===== src/rtl/weight_fetch_biu_if.sv =====
// Control, request, response and buffer-write bundle of the weight fetch BIU.
interface weight_fetch_biu_if #(
    parameter int AW    = 32,
    parameter int DW    = 32,
    parameter int OCH_W = 8
);
    logic             start;
    logic [1:0]       mode;
    logic [AW-1:0]    w3_base;
    logic [AW-1:0]    w1_base;
    logic [OCH_W-1:0] och_idx;
    logic             busy;
    logic             done;
    logic [AW-1:0]    req_addr;
    logic             req_vld;
    logic             req_rdy;
    logic [DW-1:0]    rsp_data;
    logic             rsp_vld;
    logic             rsp_rdy;
    logic [AW-1:0]    wr_addr;
    logic [DW-1:0]    wr_data;
    logic             wr_en;

    modport master (
        input  start, mode, w3_base, w1_base, och_idx,
        input  req_rdy, rsp_data, rsp_vld,
        output busy, done, req_addr, req_vld, rsp_rdy,
        output wr_addr, wr_data, wr_en
    );

    modport slave (
        output start, mode, w3_base, w1_base, och_idx,
        output req_rdy, rsp_data, rsp_vld,
        input  busy, done, req_addr, req_vld, rsp_rdy,
        input  wr_addr, wr_data, wr_en
    );
endinterface


===== src/rtl/weight_fetch_biu.sv =====
// Weight fetch BIU: streams 3x3 and/or 1x1 kernel words of one output
// channel from memory into the weight buffer with bounded outstanding reads.
module weight_fetch_biu #(
    parameter int AW       = 32,
    parameter int DW       = 32,
    parameter int CH_WORDS = 16,
    parameter int OCH_W    = 8,
    parameter int MAX_OS   = 8
) (
    input  logic               clk,
    input  logic               rst,
    weight_fetch_biu_if.master bus
);
    typedef enum logic [1:0] {
        IDLE,
        FETCH3,
        FETCH1,
        DRAIN
    } state_e;

    localparam int N3  = 9 * CH_WORDS;
    localparam int ICW = $clog2(N3 + 1);
    localparam int RCW = $clog2(10 * CH_WORDS + 1);
    localparam int OSW = $clog2(MAX_OS) + 1;

    localparam logic [AW-1:0] STRIDE3 = AW'(CH_WORDS * 36);
    localparam logic [AW-1:0] STRIDE1 = AW'(CH_WORDS * 4);

    state_e           state_q, state_d;
    logic [1:0]       mode_q, mode_d;
    logic [AW-1:0]    w1_base_q, w1_base_d;
    logic [OCH_W-1:0] och_q, och_d;
    logic [AW-1:0]    addr_q, addr_d;
    logic [ICW-1:0]   iss_q, iss_d;
    logic [RCW-1:0]   rx_q, rx_d;
    logic [OSW-1:0]   os_q, os_d;
    logic [5:0]       ch_q, ch_d;
    logic [3:0]       pos_q, pos_d;
    logic             kind_q, kind_d;
    logic             done_q, done_d;

    logic           fetching;
    logic           rsp_acc;
    logic           req_vld;
    logic           req_hs;
    logic           last_iss;
    logic [ICW-1:0] iss_lim;
    logic [RCW-1:0] rx_total;
    logic [AW-1:0]  wa;
    logic [DW-1:0]  wdata;

    assign fetching = (state_q == FETCH3) || (state_q == FETCH1);
    assign iss_lim  = (state_q == FETCH3) ? ICW'(N3) : ICW'(CH_WORDS);

    // A response with nothing outstanding is stale (e.g. from before a reset).
    assign rsp_acc  = bus.rsp_vld && (os_q != '0);
    assign req_vld  = fetching && ((os_q < OSW'(MAX_OS)) || rsp_acc);
    assign req_hs   = req_vld && bus.req_rdy;
    assign last_iss = req_hs && (iss_q == iss_lim - 1'b1);

    always_comb begin
        case (mode_q)
            2'b00:   rx_total = RCW'(10 * CH_WORDS);
            2'b01:   rx_total = RCW'(N3);
            2'b10:   rx_total = RCW'(CH_WORDS);
            default: rx_total = '0;
        endcase
    end

    always_comb begin
        state_d   = state_q;
        mode_d    = mode_q;
        w1_base_d = w1_base_q;
        och_d     = och_q;
        addr_d    = addr_q;
        iss_d     = iss_q;
        rx_d      = rx_q;
        os_d      = os_q;
        ch_d      = ch_q;
        pos_d     = pos_q;
        kind_d    = kind_q;
        done_d    = 1'b0;

        if (req_hs && !rsp_acc) begin
            os_d = os_q + 1'b1;
        end else if (!req_hs && rsp_acc) begin
            os_d = os_q - 1'b1;
        end

        // Receive side walks channel word, then kernel position, then kind.
        if (rsp_acc) begin
            rx_d = rx_q + 1'b1;
            if (ch_q == 6'(CH_WORDS - 1)) begin
                ch_d = '0;
                if (!kind_q) begin
                    if (pos_q == 4'd8) begin
                        pos_d  = '0;
                        kind_d = 1'b1;
                    end else begin
                        pos_d = pos_q + 1'b1;
                    end
                end
            end else begin
                ch_d = ch_q + 1'b1;
            end
        end

        unique case (state_q)
            IDLE: begin
                if (bus.start) begin
                    mode_d    = bus.mode;
                    w1_base_d = bus.w1_base;
                    och_d     = bus.och_idx;
                    iss_d     = '0;
                    rx_d      = '0;
                    ch_d      = '0;
                    pos_d     = '0;
                    kind_d    = (bus.mode == 2'b10);
                    unique case (bus.mode)
                        2'b00, 2'b01: begin
                            state_d = FETCH3;
                            addr_d  = bus.w3_base
                                    + AW'(bus.och_idx) * STRIDE3;
                        end
                        2'b10: begin
                            state_d = FETCH1;
                            addr_d  = bus.w1_base
                                    + AW'(bus.och_idx) * STRIDE1;
                        end
                        default: done_d = 1'b1;
                    endcase
                end
            end
            FETCH3: begin
                if (req_hs) begin
                    addr_d = addr_q + AW'(4);
                    iss_d  = iss_q + 1'b1;
                end
                if (last_iss) begin
                    iss_d = '0;
                    if (mode_q == 2'b00) begin
                        state_d = FETCH1;
                        addr_d  = w1_base_q + AW'(och_q) * STRIDE1;
                    end else begin
                        state_d = DRAIN;
                    end
                end
            end
            FETCH1: begin
                if (req_hs) begin
                    addr_d = addr_q + AW'(4);
                    iss_d  = iss_q + 1'b1;
                end
                if (last_iss) begin
                    iss_d   = '0;
                    state_d = DRAIN;
                end
            end
            DRAIN: begin
                if (rx_d == rx_total) begin
                    state_d = IDLE;
                    done_d  = 1'b1;
                end
            end
            default: state_d = IDLE;
        endcase
    end

    always_ff @(posedge clk) begin
        if (rst) begin
            state_q   <= IDLE;
            mode_q    <= '0;
            w1_base_q <= '0;
            och_q     <= '0;
            addr_q    <= '0;
            iss_q     <= '0;
            rx_q      <= '0;
            os_q      <= '0;
            ch_q      <= '0;
            pos_q     <= '0;
            kind_q    <= 1'b0;
            done_q    <= 1'b0;
        end else begin
            state_q   <= state_d;
            mode_q    <= mode_d;
            w1_base_q <= w1_base_d;
            och_q     <= och_d;
            addr_q    <= addr_d;
            iss_q     <= iss_d;
            rx_q      <= rx_d;
            os_q      <= os_d;
            ch_q      <= ch_d;
            pos_q     <= pos_d;
            kind_q    <= kind_d;
            done_q    <= done_d;
        end
    end

    always_comb begin
        wa                   = '0;
        wa[AW-1]             = kind_q;
        wa[AW-2 -: OCH_W]    = och_q;
        wa[11:6]             = {2'b00, pos_q};
        wa[5:0]              = ch_q;
    end

    assign wdata        = bus.rsp_data;
    assign bus.busy     = (state_q != IDLE);
    assign bus.done     = done_q;
    assign bus.req_addr = addr_q;
    assign bus.req_vld  = req_vld;
    assign bus.rsp_rdy  = 1'b1;
    assign bus.wr_en    = rsp_acc;
    assign bus.wr_data  = wdata;
    assign bus.wr_addr  = wa;
endmodule


===== src/flat_wrapper.sv =====
// flat-port wrapper written by rule: the top's interface ports become plain ports
module weight_fetch_biu_flat 
#(
    parameter int AW       = 32,
    parameter int DW       = 32,
    parameter int CH_WORDS = 16,
    parameter int OCH_W    = 8,
    parameter int MAX_OS   = 8
)
  (clk, rst, bus_start, bus_mode, bus_w3_base, bus_w1_base, bus_och_idx, bus_req_rdy, bus_rsp_data, bus_rsp_vld, bus_busy, bus_done, bus_req_addr, bus_req_vld, bus_rsp_rdy, bus_wr_addr, bus_wr_data, bus_wr_en);
  weight_fetch_biu_if #(.AW(AW), .DW(DW), .OCH_W(OCH_W)) bus_i ();
  input  logic clk;
  input  logic rst;
  input wire logic [$bits(bus_i.start)-1:0] bus_start;
  input wire logic [$bits(bus_i.mode)-1:0] bus_mode;
  input wire logic [$bits(bus_i.w3_base)-1:0] bus_w3_base;
  input wire logic [$bits(bus_i.w1_base)-1:0] bus_w1_base;
  input wire logic [$bits(bus_i.och_idx)-1:0] bus_och_idx;
  input wire logic [$bits(bus_i.req_rdy)-1:0] bus_req_rdy;
  input wire logic [$bits(bus_i.rsp_data)-1:0] bus_rsp_data;
  input wire logic [$bits(bus_i.rsp_vld)-1:0] bus_rsp_vld;
  output wire logic [$bits(bus_i.busy)-1:0] bus_busy;
  output wire logic [$bits(bus_i.done)-1:0] bus_done;
  output wire logic [$bits(bus_i.req_addr)-1:0] bus_req_addr;
  output wire logic [$bits(bus_i.req_vld)-1:0] bus_req_vld;
  output wire logic [$bits(bus_i.rsp_rdy)-1:0] bus_rsp_rdy;
  output wire logic [$bits(bus_i.wr_addr)-1:0] bus_wr_addr;
  output wire logic [$bits(bus_i.wr_data)-1:0] bus_wr_data;
  output wire logic [$bits(bus_i.wr_en)-1:0] bus_wr_en;
  assign bus_i.start = bus_start;
  assign bus_i.mode = bus_mode;
  assign bus_i.w3_base = bus_w3_base;
  assign bus_i.w1_base = bus_w1_base;
  assign bus_i.och_idx = bus_och_idx;
  assign bus_i.req_rdy = bus_req_rdy;
  assign bus_i.rsp_data = bus_rsp_data;
  assign bus_i.rsp_vld = bus_rsp_vld;
  assign bus_busy = bus_i.busy;
  assign bus_done = bus_i.done;
  assign bus_req_addr = bus_i.req_addr;
  assign bus_req_vld = bus_i.req_vld;
  assign bus_rsp_rdy = bus_i.rsp_rdy;
  assign bus_wr_addr = bus_i.wr_addr;
  assign bus_wr_data = bus_i.wr_data;
  assign bus_wr_en = bus_i.wr_en;
  weight_fetch_biu #(.AW(AW), .DW(DW), .CH_WORDS(CH_WORDS), .OCH_W(OCH_W), .MAX_OS(MAX_OS)) u_core (.clk(clk), .rst(rst), .bus(bus_i));
endmodule

===== config.mk =====
export PLATFORM = sky130hd
export DESIGN_NAME = weight_fetch_biu_flat
export DESIGN_NICKNAME = d
export VERILOG_FILES = /design/src/rtl/weight_fetch_biu_if.sv /design/src/rtl/weight_fetch_biu.sv /design/src/flat_wrapper.sv
export SDC_FILE = /design/constraint.sdc
export NUM_CORES = 1
export LEC_CHECK = 0
export CAP_MARGIN = 10
export CORE_MARGIN = 3
export CORE_UTILIZATION = 30
export DETAILED_ROUTE_END_ITERATION = 8
export PLACE_DENSITY = 0.5
export SLEW_MARGIN = 40
export SYNTH_ARGS = -nofsm -noshare
export SYNTH_HDL_FRONTEND = slang
export SYNTH_SLANG_ARGS = --single-unit

===== constraint.sdc =====
create_clock -name clk -period 6.15 [get_ports clk]
set_input_delay 1.23 -clock clk [delete_from_list [all_inputs] [get_ports clk]]
set_output_delay 1.23 -clock clk [all_outputs]
set_load 0.01 [all_outputs]

==> metrics.md <==
| Metric | Value |
|---|---|
| Power density of the placed cells | `approximately 320 mW/mm^2` |
| Number of hold-slack violations in the final timing report | `0` |
| Power share of the sequential group | `32.2%` |
| Nets@finish | `roughly 1500` |
| Share of cells above drive strength 1 | `~4.8%` |
| Kind of end point of the critical path | `flip-flop` |
| Commonest non-fill, non-tap cell in the layout | `sky130_fd_sc_hd__nand2_1` |
| Number of cells produced by synthesis | `about 1200` |
| Clock skew after layout | `roughly 0.011 ns` |
| Clock insertion delay at the later pin of the skew report | `around 0.37 ns` |
| N_diodes | `0` |
| LEAKAGE | `4.01 nW` |
| Sum of negative setup slack | `0 ns` |
| P&R area growth vs syn | `19.7%` |
| Final Cycle Share | `around 90%` |
| Number of primary I/O pins | `about 210` |
| Root cell of the clock tree | `sky130_fd_sc_hd__clkbuf_16` |
| Total die area | `approximately 0.032 sq mm` |
| Setup violators final | `0` |
| Top_reg_cell synth | `sky130_fd_sc_hd__dfxtp_1` |
| Iteration-0 DRC Markers | `between 500 and 600` |
| Total count of max-transition violations in the final report | `0` |
| Netlist area before placement | `0.00907 sq mm` |
| Most common cell on crit path | `sky130_fd_sc_hd__ha_1` |
| Drt pass-1 iters | `5` |
| Final weighted congestion in routability-driven placement | `roughly 0.9` |
| Internal Pwr Total | `between 1.5 and 2 mW` |
| Total detailed-routing wirelength | `roughly 32000 microns` |
| Maximum single-stage delay on the critical path | `between 0.6 and 0.7 ns` |
| TritonCTS clock tree | `done` |
| Total via count after detailed routing | `9151` |
| Total overflow reported by the global router | `0` |
| Antenna violations before repair | `0` |
| Crit-path max FO | `8` |
| Post-detailed-route via-to-cell ratio | `between 5 and 6` |
| Number of CTS-inserted buffers | `9` |
| Async set-reset flop share out of synthesis | `0%` |
| CTS Hold Bufs | `0` |
| Largest net degree at the start of global routing | `roughly 70` |
| Vias in the first global route | `8563` |
| Worst endpoint data arrival time | `between 5 and 6 ns` |
| Kind of launch point of the worst setup path | `primary input` |
| # H-tree levels | `3` |
| Quantity of I/O buffers inserted on ports | `133` |
| Library cells used by synthesis | `74` |
| FMAX | `185 MHz` |
| Die Y-Extent | `around 180 microns` |
| P_sw | `between 1.5 and 2 mW` |
| Detail Placement HPWL | `around 25000 microns` |
| Yosys reg bits | `108` |
| Hold WC Path Type | `reg2reg` |
| Most frequent cells in the layout | `sky130_fd_sc_hd__nand2_1 (194), sky130_fd_sc_hd__clkdlybuf4s50_1 (132), sky130_fd_sc_hd__a21oi_1 (119), sky130_fd_sc_hd__dfxtp_1 (108), sky130_fd_sc_hd__nor2_1 (83)` |
| Slowest stage cell, crit path | `sky130_fd_sc_hd__nor3b_1` |
| Max-capacitance violation count | `0` |
| Sequential fraction of the synthesis area | `23.8%` |
| Final Worst Setup Slack | `0.751 ns` |
| CP Data Required Time | `6.42 ns` |
| Clk slew on worst S/H paths | `around 0.08 ns` |
| Number of enable-type register cells in the synthesized netlist | `0` |
| Global-route wire length before repair | `49400 microns` |
| Antenna-violating nets left | `0` |
| Placeable core region | `roughly 0.030 sq mm` |
| Effective utilization at floorplan | `30.5%` |
| Setup Crit Path Kind | `in2reg` |
| Transition time at the pin with the least slew margin | `approximately 0.8 ns` |
| Setup repair after global routing missed its margin | `no` |
| Clock period minus worst slack | `between 5 and 6 ns` |
| All-layer global routing usage | `a little under a fifth` |
| Clock network power share | `17.1%` |
| Combinational fraction of design power | `50.7%` |
| CTS sink cnt | `roughly 110` |
| Result of the run | `completed` |
| Worst-path cell chain | `clkdlybuf4s50_1 -> ha_1 -> ha_1 -> fa_1 -> a21oi_1 -> nor2_1 -> nor2_1 -> nor2b_1 -> o21ai_0 -> xnor2_1 -> ha_1 -> a21oi_1 -> nor3b_1 -> a211oi_1 -> xnor2_1 -> a211o_1 -> a311oi_1` |
| Worst rel slew slack | `46.2%` |
| Number of remaining DRC errors | `0` |
| Net Sw Frac | `45.8%` |
| Row count | `63` |
| Peak ir drop on the vdd network | `around 0.12 mV` |
| Die W | `between 150 and 200 microns` |
| Post-CTS setup buffer count | `0` |
| Post-CTS resize count | `0` |
| Post-Place Setup Slack | `around 0.39 ns` |
| Maximum number of buffers from clock root to sink | `2` |
| Per-cell routed wire length | `between 15 and 20 microns` |
| Per-instance average area after synthesis | `7.43 sq um` |
| Count of yosys warnings during synthesis | `0` |
-- state kept, by name, summed over array words and instances, names as in the netlist --
| register | flops |
|---|---|
| u_core.mode_q | 2 |
| u_core.os_q | 4 |
| u_core.bus.req_addr | 32 |
| u_core.state_q | 2 |
| u_core.ch_q | 6 |
| u_core.och_q | 8 |
| u_core.kind_q | 1 |
| u_core.iss_q | 8 |
| u_core.w1_base_q | 32 |
| u_core.bus.done | 1 |
| u_core.pos_q | 4 |
| u_core.rx_q | 8 |
-- area by class of cell --
cell class,count,area (sq um)
tap,390,488
timing repair buffer,149,1460
clock inverter,7,66.3
fill,3141,18900
multi-input combinational,990,6300
inverter,40,150
sequential,108,2160
clock buffer,9,225
-- stage by stage --
stage / power [mW] / instance area [sq um] / util, % / hold WS (ns) / instances
global route: 3.73 / 10900 / 36.5 / 0.474 / 1693
floorplan: 2.15 / 9110 / - / 0.436 / 1232
detailed placement: 2.91 / 10600 / 35.5 / 0.449 / 1677
global placement: 2.89 / 10500 / 35.3 / 0.444 / 1673
CTS: 3.52 / 10800 / 36.5 / 0.461 / 1693
finish: 3.51 / 10900 / 36.5 / 0.461 / 1693
-- cell usage after synthesis, drive strengths merged (4+ instances only) --
library cell / number / area share [%]
fa: 5 / 1.1
mux2: 5 / 0.62
nand2: 194 / 8.0
a31oi: 13 / 0.90
or4: 5 / 0.41
or3: 12 / 0.83
nor3: 31 / 1.7
a221oi: 8 / 0.77
inv: 40 / 1.7
nor2b: 9 / 0.62
a311o: 4 / 0.44
dfxtp: 108 / 24
a211oi: 27 / 2.2
o21bai: 4 / 0.33
and3: 20 / 1.4
xor2: 48 / 4.6
ha: 55 / 7.6
o21a: 8 / 0.66
o221ai: 4 / 0.39
a21o: 10 / 0.83
o21ai: 49 / 2.7
and4: 11 / 1.1
buf: 51 / 4.1
or2: 4 / 0.28
a21oi: 121 / 6.7
a2111oi: 4 / 0.39
clkbuf: 43 / 1.8
xnor2: 50 / 4.8
mux2i: 11 / 1.2
o211ai: 11 / 0.91
and2: 8 / 0.55
nand4: 32 / 2.2
o2111ai: 4 / 0.46
o41ai: 5 / 0.90
nand3: 39 / 2.2
nand2b: 9 / 0.62
a22oi: 5 / 0.41
nor2: 84 / 3.5
o22ai: 8 / 0.55
nor4: 13 / 1.2
-- power groups by stage --
stage,Clock [mW],Sequential (mW),Combinational (mW)
after floorplan,0,1.09,1.05
after global placement,0,1.14,1.75
after detailed placement,0,1.14,1.77
after CTS,0.616,1.12,1.78
after global routing,0.639,1.16,1.94
final,0.598,1.13,1.78
-- logic make-up after synthesis --
group / share of synthesized area (%)
adder cells (fa/ha/maj): 8.69
AO/OA/AOI/OAI: 23.2
other: 0.0828
multiplexers: 1.83
AND/OR/NAND/NOR: 25.4
buffers and inverters: 7.52
XOR/XNOR: 9.46
flip-flops: 23.8
-- worst max-delay path, delay by kind of cell --
| kind | cells | cell delay (ns) |
|---|---|---|
| fa+ha+maj | 4 | 1.27 |
| simple gates | 4 | 0.88 |
| xor+xnor | 2 | 0.33 |
| buf+inv | 1 | 0.59 |
| compound gates | 6 | 1.37 |
-- worst paths after layout --
path	cells past startpoint	start	endpoint	slack (ns)
setup / recovery	17	bus_och_idx[4]	u_core.bus.req_addr[19]$_SDFFE_PP0P_	0.75
hold / removal	2	u_core.w1_base_q[1]$_SDFFE_PP0P_	u_core.w1_base_q[1]$_SDFFE_PP0P_	0.46
setup reg to reg	10	u_core.state_q[1]$_SDFFE_PP0P_	u_core.bus.req_addr[27]$_SDFFE_PP0P_	2.57
hold reg to reg	2	u_core.w1_base_q[1]$_SDFFE_PP0P_	u_core.w1_base_q[1]$_SDFFE_PP0P_	0.46
-- per-layer routing --
layer	up-vias	routed length, microns	global-route usage [%]
met5	-	0	0
met4	0	723	5.23
met3	40	1550	2.53
met2	280	14300	30.1
met1	4313	15700	27.3
li1	4518	-	-
Note: power is estimated with default switching activity, not from simulation.
